`config.mk`:
```
export PLATFORM = sky130hd
export DESIGN_NAME = uart_rx_fifo
export DESIGN_NICKNAME = d
export VERILOG_FILES = /design/src/rtl/uart_pkg.sv /design/src/rtl/uart_fifo_mem.sv /design/src/rtl/uart_rx_fifo.sv
export SDC_FILE = /design/constraint.sdc
export NUM_CORES = 1
export LEC_CHECK = 0
export ABC_AREA = 1
export CORE_UTILIZATION = 50
export DETAILED_ROUTE_END_ITERATION = 12
export GPL_TIMING_DRIVEN = 0
export PLACE_DENSITY_LB_ADDON = 0.05
export SETUP_SLACK_MARGIN = 0.15
export SLEW_MARGIN = 20
export SYNTH_ARGS = -nofsm -noshare
export SYNTH_HDL_FRONTEND = slang
export SYNTH_SLANG_ARGS = --single-unit
```
`constraint.sdc`:
```
create_clock -name BCLK -period 2.95 [get_ports BCLK]
set_input_delay 0.4425 -clock BCLK [delete_from_list [all_inputs] [get_ports BCLK]]
set_output_delay 0.4425 -clock BCLK [all_outputs]
set_load 0.01 [all_outputs]
```
`src/rtl/uart_pkg.sv`:
```
// ---------------------------------------------------------------------------
// uart_pkg
// Shared definitions for the UART receive buffer:
//   - default FIFO geometry (DEPTH_DEF / ADDR_W_DEF)
//   - default character-timeout length (TO_CYCLES_DEF)
//   - TRIG_LVL encodings and the threshold lookup helper
//   - one-hot state encoding of the optional character-timeout FSM
// No ports (package).
// ---------------------------------------------------------------------------
package uart_pkg;

    localparam int DEPTH_DEF     = 16;
    localparam int ADDR_W_DEF    = 4;
    // 4 characters x 10 bits x 16x oversampling
    localparam int TO_CYCLES_DEF = 640;

    typedef enum logic [1:0] {
        TRIG_ONE       = 2'b00,
        TRIG_QUARTER   = 2'b01,
        TRIG_HALF      = 2'b10,
        TRIG_NEAR_FULL = 2'b11
    } trig_lvl_e;

    typedef enum logic [2:0] {
        TO_IDLE  = 3'b001,
        TO_COUNT = 3'b010,
        TO_FIRED = 3'b100
    } to_state_e;

    // Occupancy at which RX_IRQ asserts for a given TRIG_LVL setting.
    function automatic int trig_threshold(input logic [1:0] sel, input int depth);
        case (sel)
            TRIG_ONE:       return 1;
            TRIG_QUARTER:   return depth / 4;
            TRIG_HALF:      return depth / 2;
            default:        return depth - 2;
        endcase
    endfunction

endpackage

```
`src/rtl/uart_fifo_mem.sv`:
```
// ---------------------------------------------------------------------------
// uart_fifo_mem
// DEPTH x 8 dual-port register array: synchronous write, registered read.
// The array itself is not reset; only the read data register is.
// Ports:
//   clk      in   clock
//   rst_n    in   asynchronous active-low reset (read register only)
//   wr_en    in   write strobe
//   wr_addr  in   write index
//   wr_data  in   write byte
//   rd_en    in   read strobe; rd_data loads mem[rd_addr] on the edge
//   rd_addr  in   read index
//   rd_data  out  registered read byte, holds when rd_en is low
// ---------------------------------------------------------------------------
module uart_fifo_mem #(
    parameter int DEPTH  = 16,
    parameter int ADDR_W = 4
) (
    input  logic              clk,
    input  logic              rst_n,
    input  logic              wr_en,
    input  logic [ADDR_W-1:0] wr_addr,
    input  logic [7:0]        wr_data,
    input  logic              rd_en,
    input  logic [ADDR_W-1:0] rd_addr,
    output logic [7:0]        rd_data
);

    logic [7:0] mem [DEPTH];

    always_ff @(posedge clk) begin
        if (wr_en) begin
            mem[wr_addr] <= wr_data;
        end
    end

    // A write and a read of the same index on one edge return the old byte;
    // this is what makes push+pop on a full FIFO safe.
    always_ff @(posedge clk or negedge rst_n) begin
        if (!rst_n) begin
            rd_data <= 8'h00;
        end else if (rd_en) begin
            rd_data <= mem[rd_addr];
        end
    end

endmodule

```
`src/rtl/uart_rx_fifo.sv`:
```
// ---------------------------------------------------------------------------
// uart_rx_fifo
// Receive buffer downstream of the UART receiver. Captures RX_VALID/RX_DATA
// strobes into a circular FIFO, serves the host read port with one cycle of
// latency, and reports level, threshold IRQ, sticky overrun and (optionally)
// a character timeout.
// Build option: define UART_RX_TIMEOUT_EN to include the timeout FSM;
// otherwise TO_IRQ is tied low.
// Ports:
//   BCLK      in   clock
//   rst_n     in   asynchronous active-low reset
//   RX_VALID  in   one-cycle byte strobe from the receiver
//   RX_DATA   in   received byte
//   RD_EN     in   host pop request
//   RD_DATA   out  popped byte (registered)
//   RD_VALID  out  RD_DATA valid pulse, one cycle after an accepted pop
//   EMPTY     out  LEVEL == 0 (registered)
//   FULL      out  LEVEL == DEPTH (registered)
//   LEVEL     out  occupancy 0..DEPTH (registered)
//   TRIG_LVL  in   RX_IRQ threshold select
//   RX_IRQ    out  LEVEL >= threshold (registered)
//   OVERRUN   out  sticky: byte dropped because FIFO was full
//   OVR_CLR   in   clears OVERRUN (a simultaneous new overrun wins)
//   TO_IRQ    out  character timeout interrupt
// Handshake: a byte is accepted whenever RX_VALID is high and the FIFO is not
// full, or is full but a pop happens on the same edge; a pop is accepted when
// RD_EN is high and EMPTY is low, and its byte appears with RD_VALID one
// cycle later. There is no back-pressure toward the receiver.
// ---------------------------------------------------------------------------
module uart_rx_fifo
    import uart_pkg::*;
#(
    parameter int DEPTH     = DEPTH_DEF,
    parameter int ADDR_W    = ADDR_W_DEF,
    parameter int TO_CYCLES = TO_CYCLES_DEF
) (
    input  logic              BCLK,
    input  logic              rst_n,
    input  logic              RX_VALID,
    input  logic [7:0]        RX_DATA,
    input  logic              RD_EN,
    output logic [7:0]        RD_DATA,
    output logic              RD_VALID,
    output logic              EMPTY,
    output logic              FULL,
    output logic [ADDR_W:0]   LEVEL,
    input  logic [1:0]        TRIG_LVL,
    output logic              RX_IRQ,
    output logic              OVERRUN,
    input  logic              OVR_CLR,
    output logic              TO_IRQ
);

    if (DEPTH < 4 || DEPTH != (1 << ADDR_W) || TO_CYCLES < 1) begin : g_cfg_err
        $error("uart_rx_fifo: DEPTH must be 2**ADDR_W and >= 4, TO_CYCLES >= 1");
    end

    logic [ADDR_W:0] wr_ptr;
    logic [ADDR_W:0] rd_ptr;
    logic [ADDR_W:0] wr_next;
    logic [ADDR_W:0] rd_next;
    logic [ADDR_W:0] level_next;
    logic [ADDR_W:0] irq_thr;
    logic            push;
    logic            pop;

    // Flags are registered, so push/pop decisions use last edge's state.
    // A full FIFO still accepts a byte if a pop frees a slot on the same edge.
    assign pop     = RD_EN && !EMPTY;
    assign push    = RX_VALID && (!FULL || pop);
    assign wr_next = wr_ptr + {{ADDR_W{1'b0}}, push};
    assign rd_next = rd_ptr + {{ADDR_W{1'b0}}, pop};
    // Extra pointer MSB makes the difference span 0..DEPTH unambiguously.
    assign level_next = wr_next - rd_next;
    assign irq_thr    = (ADDR_W + 1)'(trig_threshold(TRIG_LVL, DEPTH));

    always_ff @(posedge BCLK or negedge rst_n) begin
        if (!rst_n) begin
            wr_ptr   <= '0;
            rd_ptr   <= '0;
            LEVEL    <= '0;
            EMPTY    <= 1'b1;
            FULL     <= 1'b0;
            RX_IRQ   <= 1'b0;
            RD_VALID <= 1'b0;
            OVERRUN  <= 1'b0;
        end else begin
            wr_ptr   <= wr_next;
            rd_ptr   <= rd_next;
            LEVEL    <= level_next;
            EMPTY    <= (level_next == '0);
            FULL     <= (level_next == (ADDR_W + 1)'(DEPTH));
            RX_IRQ   <= (level_next >= irq_thr);
            RD_VALID <= pop;
            if (RX_VALID && !push) begin
                OVERRUN <= 1'b1;
            end else if (OVR_CLR) begin
                OVERRUN <= 1'b0;
            end
        end
    end

    uart_fifo_mem #(
        .DEPTH  (DEPTH),
        .ADDR_W (ADDR_W)
    ) u_mem (
        .clk     (BCLK),
        .rst_n   (rst_n),
        .wr_en   (push),
        .wr_addr (wr_ptr[ADDR_W-1:0]),
        .wr_data (RX_DATA),
        .rd_en   (pop),
        .rd_addr (rd_ptr[ADDR_W-1:0]),
        .rd_data (RD_DATA)
    );

`ifdef UART_RX_TIMEOUT_EN
    localparam int CNT_W = (TO_CYCLES > 1) ? $clog2(TO_CYCLES) : 1;

    // to_state is the observable FSM state for checkers.
    to_state_e        to_state;
    to_state_e        to_state_nxt;
    logic [CNT_W-1:0] to_cnt;
    logic [CNT_W-1:0] to_cnt_nxt;

    always_ff @(posedge BCLK or negedge rst_n) begin
        if (!rst_n) begin
            to_state <= TO_IDLE;
            to_cnt   <= '0;
        end else begin
            to_state <= to_state_nxt;
            to_cnt   <= to_cnt_nxt;
        end
    end

    always_comb begin
        to_state_nxt = to_state;
        to_cnt_nxt   = to_cnt;
        case (to_state)
            TO_IDLE: begin
                if (LEVEL != '0) begin
                    to_state_nxt = TO_COUNT;
                    to_cnt_nxt   = '0;
                end
            end
            TO_COUNT: begin
                if (LEVEL == '0) begin
                    to_state_nxt = TO_IDLE;
                    to_cnt_nxt   = '0;
                end else if (push || pop) begin
                    to_cnt_nxt = '0;
                end else if (to_cnt == CNT_W'(TO_CYCLES - 1)) begin
                    to_state_nxt = TO_FIRED;
                end else begin
                    to_cnt_nxt = to_cnt + 1'b1;
                end
            end
            TO_FIRED: begin
                if (LEVEL == '0) begin
                    to_state_nxt = TO_IDLE;
                    to_cnt_nxt   = '0;
                end else if (push || pop) begin
                    to_state_nxt = TO_COUNT;
                    to_cnt_nxt   = '0;
                end
            end
            default: begin
                to_state_nxt = TO_IDLE;
                to_cnt_nxt   = '0;
            end
        endcase
    end

    always_comb begin
        TO_IRQ = (to_state == TO_FIRED);
    end
`else
    assign TO_IRQ = 1'b0;
`endif

endmodule

```
==> impl_metrics.py, run 1 <==
metrics = {
    "drt": {
        "dr.pass1.iters": 5,
        "drc": 0,
        "drtIter0Drc": 411,
        "wl_um": 16100,
        "wl_per_cell_um": 19.6,
        "vias_per_cell": 5.48,
        "vias": 4496,
        "final_antenna_net_count": 0,
    },
    "hold_path": {
        "hold_class": "input pin to async pin",
    },
    "logic_synthesis": {
        "netlist_area_um2": 6540,
        "synth.area.top_cells": "edfxtp_1, dfrtp_1, nand2_1, nand3_1, ha_1",
        "yosysWarnings": 0,
        "synthMuxAreaShare": 0,
        "synthSimpleGateAreaFrac": 0.215,
        "synthesis.nets": 609,
        "yosysSeqAreaShare": 0.695,
        "synth_top_area_frac": 0.588,
        "synth_largest_area_cell": "edfxtp_1",
        "netlist-cell-type-count": 26,
        "synth_top_family_by_area": "simple AND/OR/NAND/NOR gates",
        "synth_adder_area_share": 0.0260,
        "synth_compound_area_frac": 0.0195,
        "avgSynthCellArea_um2": 11.3,
        "synth-seq-cells": 156,
        "synthXorXnorAreaFrac": 0.00919,
        "synth_edf_count": 128,
        "synth_top_flop_cell": "edfxtp_1",
        "synthArstFlopShare": 0.179,
        "syn_inst": 581,
    },
    "cells_and_area": {
        "n_antenna_cell": 0,
        "layout_commonest_cell": "nand2_1",
        "drive_gt1_frac": 0.103,
        "syn2layout_area_growth_pct": 19.3,
        "final_nets": 663,
        "final_cell_mix": "nand2_1, edfxtp_1, nand3_1",
    },
    "sta": {
        "layout_setup_ws_ns": 0.240,
        "max_freq_ghz": 0.369,
        "rsz0062_at_grt": "yes",
        "slew_viol_final": 0,
        "relSlewSlack": 0.403,
        "tightestPinTransition_ns": 0.892,
        "fin_crit_ns": 2.71,
        "setup_viol": 0,
        "hold_viol": 0,
        "whs_ns": 0.0411,
        "period_share": 0.919,
        "skew_ns": 0.00495,
    },
    "floorplanning": {
        "core-area_um2": 12700,
        "die_h_um": 116,
        "die_w_um": 116,
        "ios": 34,
        "start_util": 0.516,
        "rows": 41,
        "dieArea_um2": 13500,
    },
    "clock_network": {
        "ctsHoldBuffers": 0,
        "h-tree-depth": 4,
        "clk_latency_ns": 0.42,
        "cts_buffers": 17,
        "clk_pin_slew_ns": 0.06,
        "cts-root-buf": "clkbuf_16",
        "cts_tree": "yes",
        "clock_sinks": 156,
        "cts.path.max_buffers": 2,
    },
    "power_and_ir_drop": {
        "cellLeakagePower_nw": 3.04,
        "power-per-cell-area_nw_per_um2": 1100,
        "ir_worst_vdd_mv": 0.721,
        "total_power_mw": 8.60,
    },
    "setup_path": {
        "crit_path_cell_trace": "nor2_4, inv_4, a21boi_4, buf_12, ha_4, inv_2, ha_4, inv_2, fa_1, ha_1, a21boi_1, o21a_1, o21ai_1, nand3_1",
        "crit_path_start_kind": "flop",
        "critical_path_arrival_ns": 3.01,
        "cp.required_ns": 3.25,
        "end_kind": "flop",
        "crit_family": "adder cells",
        "cpMaxStageDelayCell": "dfstp_2",
        "critPathBufInv": 4,
        "crit_path_max_fanout": 3,
        "critical-path-max-stage-delay_ns": 0.56,
        "critPathKind": "flop to flop",
        "crit_start": "EMPTY",
        "r2r-start": "EMPTY",
    },
    "place": {
        "dp_worst_setup_slack_ns": -0.643,
        "place_congestion": 0.860,
        "io_buffer_count": 32,
        "dpl.hpwl_um": 10900,
    },
    "global_route": {
        "antenna_found_initial": 0,
        "grt.overflow.total": 0,
        "grt_pass1_vias": 4099,
        "grt_pass1_wl_um": 24200,
        "grt_max_degree": 29,
        "track_usage": 0.259,
    },
    "status": {
        "status": "completed",
    },
    "flow_run": {
        "maxCapViolCount": 0,
    },
}
## registers in the layout, summed over array words and instances (netlist names)
signal and flops:
EMPTY 1, FULL 1, LEVEL 5, OVERRUN 1, RD_VALID 1, RX_IRQ 1
rd_ptr 5, u_mem.mem 128, u_mem.rd_data 8, wr_ptr 5
## through the flow
stage / utilization / std cells / TNS [ns] / cell area [um^2]
after floorplan: - / 581 / 0 / 6580
after global placement: 0.562 / 785 / -2.51 / 7120
after detailed placement: 0.561 / 785 / -6.14 / 7110
after CTS: 0.615 / 820 / 0 / 7790
after global routing: 0.616 / 820 / 0 / 7800
final: 0.616 / 820 / 0 / 7800
## cell usage after synthesis, types with 2 or more instances
| master | instances |
|---|---|
| a21oi_1 | 17 |
| buf_2 | 12 |
| buf_4 | 3 |
| clkbuf_1 | 11 |
| dfrtp_1 | 27 |
| edfxtp_1 | 128 |
| ha_1 | 12 |
| inv_1 | 25 |
| inv_2 | 2 |
| nand2_1 | 177 |
| nand2_2 | 3 |
| nand3_1 | 113 |
| nor2_1 | 32 |
| nor2_4 | 2 |
| o21ai_0 | 2 |
| xor2_1 | 5 |
## layout make-up
cell class | instances | area (um^2)
repair buffers | 36 | 364
flip-flops and latches | 156 | 4550
inverters | 27 | 104
multi-input cells | 372 | 1850
plain buffers | 25 | 120
fillers | 1046 | 4870
clock inverters | 14 | 176
well taps | 172 | 215
clock buffers | 18 | 429
## repair_timing
action | 4_1_cts | 5_1_grt
setup endpoints to repair | 4 | 2
setup buffers | 3 | 1
gates resized for setup | 5 | 4
endpoints found under the hold margin | 0 | 0
pin swaps | 3 | 6
## power breakdown
part	internal, mW	switching (mW)	leakage [nW]
Sequential	2.76	0.146	1.48
Clock	1.40	0.838	0.287
Combinational	1.17	2.29	1.27
Total	5.33	3.27	3.04
## final timing paths
path                             end  slack (ns)  cells after the start
min                         RD_VALID        0.04                      1
max reg2reg                   RX_IRQ        0.24                     14
max                           RX_IRQ        0.24                     14
max in group asynchronous  wr_ptr[0]        2.50                      1
min reg2reg                  OVERRUN        0.53                      2
min in group BCLK           RD_VALID        0.45                      4
## cell families (layout without fill, tap and decap cells)
family | count (synthesis) | in the layout
fa+ha+maj | 13 | 13
simple gates | 329 | 329
flops | 156 | 156
other cells | 1 | 1
compound gates | 23 | 23
xor+xnor | 6 | 6
buf+inv | 53 | 120
## layer usage
metal	track usage	wire [um]	vias to the layer above
li1	-	-	2104
met1	0.371	6980	2169
met2	0.385	7450	202
met3	0.0628	1360	21
met4	0.0957	290	0
met5	0	0	-
Note: power is estimated with default switching activity, not from simulation.
==> inputs of run 2 (changes only) <==
CORE_UTILIZATION = 54   (was 50)
==> run 2 against run 1 <==
  * The run now ends with DRC left
  * Critical path depth down 1
  * Critical path type unchanged
  * Final area decreased by 0.98%
  * Sequential cell count stayed put
  * Highest routed layer unchanged
  * Register-to-register slack better by 0.04 ns
  * First-iteration DRC count rose by 27%
==> impl_metrics.py, run 2 (synthesized netlist as in run 1, its figures left out) <==
metrics = {
    "cells_and_area": {
        "layout_commonest_cell": "nand2_1",
        "final_util": 0.665,
        "instances_no_fill": 791,
        "drive_gt1_frac": 0.110,
        "largest_reg_flops": 128,
        "n_antenna_cell": 0,
        "reg.largest.list": "u_mem.mem x128, u_mem.rd_data x8",
        "regMostFlops": "u_mem.mem",
        "syn2layout_area_growth_pct": 18.2,
        "final_nets": 663,
        "final_cell_mix": "nand2_1, edfxtp_1, nand3_1",
    },
    "sta": {
        "period_share": 0.905,
        "slew_viol_final": 0,
        "fin_crit_ns": 2.67,
        "rsz0062_at_grt": "no",
        "max_freq_ghz": 0.374,
        "skew_ns": 0.00790,
        "relSlewSlack": 0.397,
        "setup_viol": 0,
        "hold_viol": 0,
        "tightestPinTransition_ns": 0.902,
    },
    "place": {
        "dp_cells": 756,
        "io_buffer_count": 32,
        "dpl.hpwl_um": 11300,
        "place_congestion": 0.917,
    },
    "floorplanning": {
        "die_h_um": 112,
        "start_util": 0.563,
        "core-area_um2": 11600,
        "ios": 34,
        "dieArea_um2": 12600,
        "die_w_um": 112,
        "rows": 39,
    },
    "drt": {
        "vias": 4518,
        "drc": 1,
        "vias_per_cell": 5.71,
        "drtIter0Drc": 523,
        "wl_per_cell_um": 20.9,
        "wl_um": 16600,
        "dr.pass1.iters": 9,
        "final_antenna_net_count": 0,
    },
    "setup_path": {
        "critPathKind": "flop to flop",
        "end_kind": "flop",
        "crit_path_start_kind": "flop",
        "reg2reg_depth": 13,
        "r2r_slack_ns": 0.28,
        "critical_path_arrival_ns": 2.98,
        "r2r-start": "EMPTY",
        "crit_path_max_fanout": 3,
        "cp.required_ns": 3.26,
        "r2r_end": "RX_IRQ",
    },
    "clock_network": {
        "clock_sinks": 156,
        "clk_pin_slew_ns": 0.06,
        "h-tree-depth": 4,
        "cts.path.max_buffers": 2,
        "clk_latency_ns": 0.43,
        "cts-root-buf": "clkbuf_16",
        "cts_buffers": 17,
        "ctsHoldBuffers": 0,
        "cts_tree": "yes",
    },
    "global_route": {
        "grt_pass1_vias": 4464,
        "grt_max_degree": 29,
        "grt_pass1_wl_um": 25300,
        "antenna_found_initial": 0,
        "grt.overflow.total": 0,
        "track_usage": 0.288,
    },
    "power_and_ir_drop": {
        "power-per-cell-area_nw_per_um2": 1110,
        "ir_worst_vdd_mv": 0.955,
        "cellLeakagePower_nw": 3.02,
    },
    "status": {
        "violations": "DRC",
        "status": "complete, but fails checks",
    },
    "hold_path": {
        "hold_class": "input pin to async pin",
    },
    "flow_run": {
        "maxCapViolCount": 0,
    },
}
-- run 2: worst max path at each step --
stage / endpoint / slack (ns) / cells after the start / from
finish: RX_IRQ / 0.28 / 13 / EMPTY
global route: RX_IRQ / 0.16 / 15 / EMPTY
CTS: RX_IRQ / 0.15 / 13 / RD_EN
detailed placement: RX_IRQ / -0.64 / 13 / RD_EN
global placement: RX_IRQ / -0.61 / 13 / RD_EN
floorplan: RX_IRQ / 0.17 / 14 / RD_EN
-- run 2: power breakdown --
group / internal [mW] / total, mW / switching, mW
Combinational: 1.24 / 3.55 / 2.32
Clock: 1.23 / 2.07 / 0.843
Sequential: 2.76 / 2.92 / 0.154
Total: 5.22 / 8.54 / 3.31
-- run 2: worst max-delay path, cell delays in order, from the launching register on --
cell and delay [ns]:
dfstp_2 0.38, nor2_4 0.15, inv_4 0.06, a21boi_4 0.25
ha_4 0.25, inv_2 0.06, ha_4 0.11, inv_2 0.04
fa_2 0.57, ha_4 0.20, a21boi_1 0.12, o21a_1 0.17
o21ai_1 0.11, nand3_1 0.08
-- run 2: final cells by class --
type	count	area, um^2
fillers	885	3890
repair buffers	36	352
inverters	27	104
clock inverters	14	128
multi-input cells	372	1870
clock buffers	18	429
well taps	143	179
flip-flops and latches	156	4550
plain buffers	25	120
-- run 2: stage by stage --
| stage | power (mW) | setup TNS, ns | worst slack, ns | hold slack (ns) | area (um^2) |
|---|---|---|---|---|---|
| after floorplan | 5.10 | 0 | 0.171 | 0.147 | 6580 |
| after global placement | 6.24 | -1.94 | -0.606 | 0.509 | 7080 |
| after CTS | 8.49 | 0 | 0.154 | 0.0343 | 7700 |
| after global routing | 9.04 | 0 | 0.159 | 0.0773 | 7730 |
| after detailed placement | 6.32 | -4.18 | -0.638 | 0.496 | 7070 |
| final | 8.54 | 0 | 0.279 | 0.0293 | 7730 |
-- run 2: layer usage --
layer / GRT usage / routed length (um)
met4: 0.140 / 584
met5: 0 / 0
met2: 0.420 / 7610
met1: 0.411 / 6990
met3: 0.0675 / 1380
-- run 2: timing repair --
action / in CTS / in global routing
pin swaps: 5 / 6
setup buffers: 4 / 0
endpoints found under the setup margin: 4 / 3
gates cloned: 0 / 0
resized for setup: 5 / 7
==> inputs of run 3 (changes only) <==
GPL_ROUTABILITY_DRIVEN = 0   (was unset)
MAX_ROUTING_LAYER = met4   (was unset)
==> run 3 against run 2 <==
  * The flow still finishes with violations (DRC)
  * Core utilization fell by 0.065 points
  * Critical path depth is the same
  * Clock-buffer cell count increased by 8
  * Sequential power is essentially flat
  * Routed wire length down 2.5%
  * Clock skew is 0.00064 ns higher
  * Sequential cell count stayed put
  * Die area did not move
  * Via count is essentially flat
  * Maximum frequency shrank 0.51%
  * Highest routed layer unchanged
  * Non-clock buffer count fell by 1
==> impl_metrics.py, run 3 (synthesized netlist as in run 1, its figures left out) <==
metrics = {
    "status": {
        "status": "complete, but fails checks",
        "violations": "DRC",
    },
    "setup_path": {
        "critical_path_arrival_ns": 2.99,
        "r2r-start": "EMPTY",
        "crit_path_start_kind": "flop",
        "reg2reg_depth": 13,
        "cp.required_ns": 3.26,
        "critPathKind": "flop to flop",
        "crit_path_max_fanout": 3,
        "r2r_slack_ns": 0.27,
        "r2r_end": "RX_IRQ",
        "end_kind": "flop",
    },
    "cells_and_area": {
        "regArea_um2": 4550,
        "regMostFlops": "u_mem.mem",
        "reg.largest.list": "u_mem.mem x128, u_mem.rd_data x8",
        "multiInputGateArea_um2": 1860,
        "final_util": 0.665,
        "n_fill_cell": 899,
        "n_antenna_cell": 0,
        "syn2layout_area_growth_pct": 18.1,
        "layout_commonest_cell": "nand2_1",
        "final_cell_mix": "nand2_1, edfxtp_1, nand3_1",
        "largest_reg_flops": 128,
        "drive_gt1_frac": 0.104,
        "final_nets": 662,
    },
    "sta": {
        "max_freq_ghz": 0.372,
        "hold_viol": 0,
        "setup_viol": 0,
        "fin_crit_ns": 2.68,
        "period_share": 0.910,
        "skew_ns": 0.00854,
        "tightestPinTransition_ns": 0.867,
        "relSlewSlack": 0.420,
        "slew_viol_final": 0,
        "rsz0062_at_grt": "yes",
        "whs_ns": 0.0280,
    },
    "floorplanning": {
        "rows": 39,
        "ios": 34,
        "dieArea_um2": 12600,
        "die_h_um": 112,
        "start_util": 0.563,
        "die_w_um": 112,
        "core-area_um2": 11600,
    },
    "global_route": {
        "grt_pass1_wl_um": 24900,
        "track_usage": 0.289,
        "grt.overflow.total": 0,
        "grt_pass1_vias": 4271,
        "antenna_found_initial": 0,
        "grt_max_degree": 29,
    },
    "drt": {
        "dr.pass1.iters": 9,
        "drc": 1,
        "vias": 4520,
        "wl_um": 16100,
        "vias_per_cell": 5.72,
        "drtIter0Drc": 559,
        "final_antenna_net_count": 0,
        "wl_per_cell_um": 20.4,
    },
    "power_and_ir_drop": {
        "swShare": 0.383,
        "combinationalPowerShare": 0.406,
        "cellLeakagePower_nw": 3.02,
        "p_seq_frac": 0.346,
        "power.switching_mw": 3.24,
        "total_power_mw": 8.44,
        "pwr-share-clk": 0.248,
        "ir_worst_vdd_mv": 0.902,
        "power-per-cell-area_nw_per_um2": 1090,
        "power.internal_mw": 5.21,
    },
    "clock_network": {
        "clk_latency_ns": 0.43,
        "clk_pin_slew_ns": 0.06,
        "cts-root-buf": "clkbuf_16",
        "clock_sinks": 156,
        "cts_tree": "yes",
        "cts_buffers": 17,
        "ctsHoldBuffers": 0,
        "cts.path.max_buffers": 2,
        "h-tree-depth": 4,
    },
    "flow_run": {
        "maxCapViolCount": 0,
    },
    "place": {
        "dpl.hpwl_um": 11100,
        "io_buffer_count": 32,
    },
    "hold_path": {
        "hold_class": "input pin to async pin",
    },
}
-- run 3: cell types whose count changed in the layout (fill, tap and decap cells not counted), moves of 2 or more --
| cell | delta |
|---|---|
| clkbuf_8 | +5 |
| clkinv_1 | -4 |
| clkbuf_1 | +3 |
| clkinv_2 | -2 |
-- run 3: layer usage --
layer / track usage / share of wire / vias up
met4: 0.131 / 0.034 / 0
met2: 0.412 / 0.45 / 195
met5: - / 0 / -
li1: - / - / 2095
met3: 0.0513 / 0.074 / 43
met1: 0.412 / 0.44 / 2187
-- run 3: power groups by stage --
stage | registers (mW) | logic (mW) | clock network, mW
2_1_floorplan | 2.97 | 2.13 | 0
6_report | 2.92 | 3.43 | 2.09
5_1_grt | 2.95 | 3.80 | 2.20
3_5_place_dp | 2.95 | 3.33 | 0
3_3_place_gp | 2.94 | 3.28 | 0
4_1_cts | 2.91 | 3.38 | 2.10
-- run 3: worst max path at each step --
| stage | from | slack [ns] | to | cells past startpoint |
|---|---|---|---|---|
| after global routing | EMPTY | 0.11 | RX_IRQ | 13 |
| after detailed placement | RD_EN | -0.58 | RX_IRQ | 13 |
| after CTS | EMPTY | 0.15 | RX_IRQ | 11 |
| final | EMPTY | 0.27 | RX_IRQ | 13 |
| after floorplan | RD_EN | 0.17 | RX_IRQ | 14 |
| after global placement | RD_EN | -0.60 | RX_IRQ | 13 |
-- run 3: area by class of cell --
cell class	count	share of cell area
Clock inverter	6	0.00811
Sequential cell	156	0.589
Inverter	27	0.0138
Buffer	25	0.0156
Multi-Input combinational cell	372	0.240
Clock buffer	26	0.0660
Timing Repair Buffer	35	0.0441
Tap cell	143	0.0232
-- run 3: repair_timing --
| action | 4_1_cts | 5_1_grt |
|---|---|---|
| endpoints found under the setup margin | 3 | 1 |
| cloned | 0 | 0 |
| pin swaps | 3 | 8 |
| setup buffers | 2 | 1 |
| resized for setup | 2 | 7 |
-- run 3: stage by stage --
| stage | setup slack (ns) | area [um^2] | TNS (ns) | std cells |
|---|---|---|---|---|
| 2_1_floorplan | 0.171 | 6580 | 0 | 581 |
| 3_3_place_gp | -0.600 | 7080 | -1.85 | 756 |
| 3_5_place_dp | -0.580 | 7070 | -1.59 | 756 |
| 4_1_cts | 0.151 | 7680 | 0 | 790 |
| 5_1_grt | 0.113 | 7720 | 0 | 790 |
| 6_report | 0.265 | 7720 | 0 | 790 |
-- run 3: critical path, stage by stage (launching register included) --
cell and delay, ns:
dfstp_2 0.38, nor2_4 0.12, clkinv_4 0.08, a21boi_4 0.24, ha_4 0.24, inv_2 0.06
ha_4 0.11, inv_2 0.04, fa_1 0.50, ha_1 0.32, a21boi_1 0.13, o21a_1 0.16
o21ai_1 0.11, nand3_1 0.08
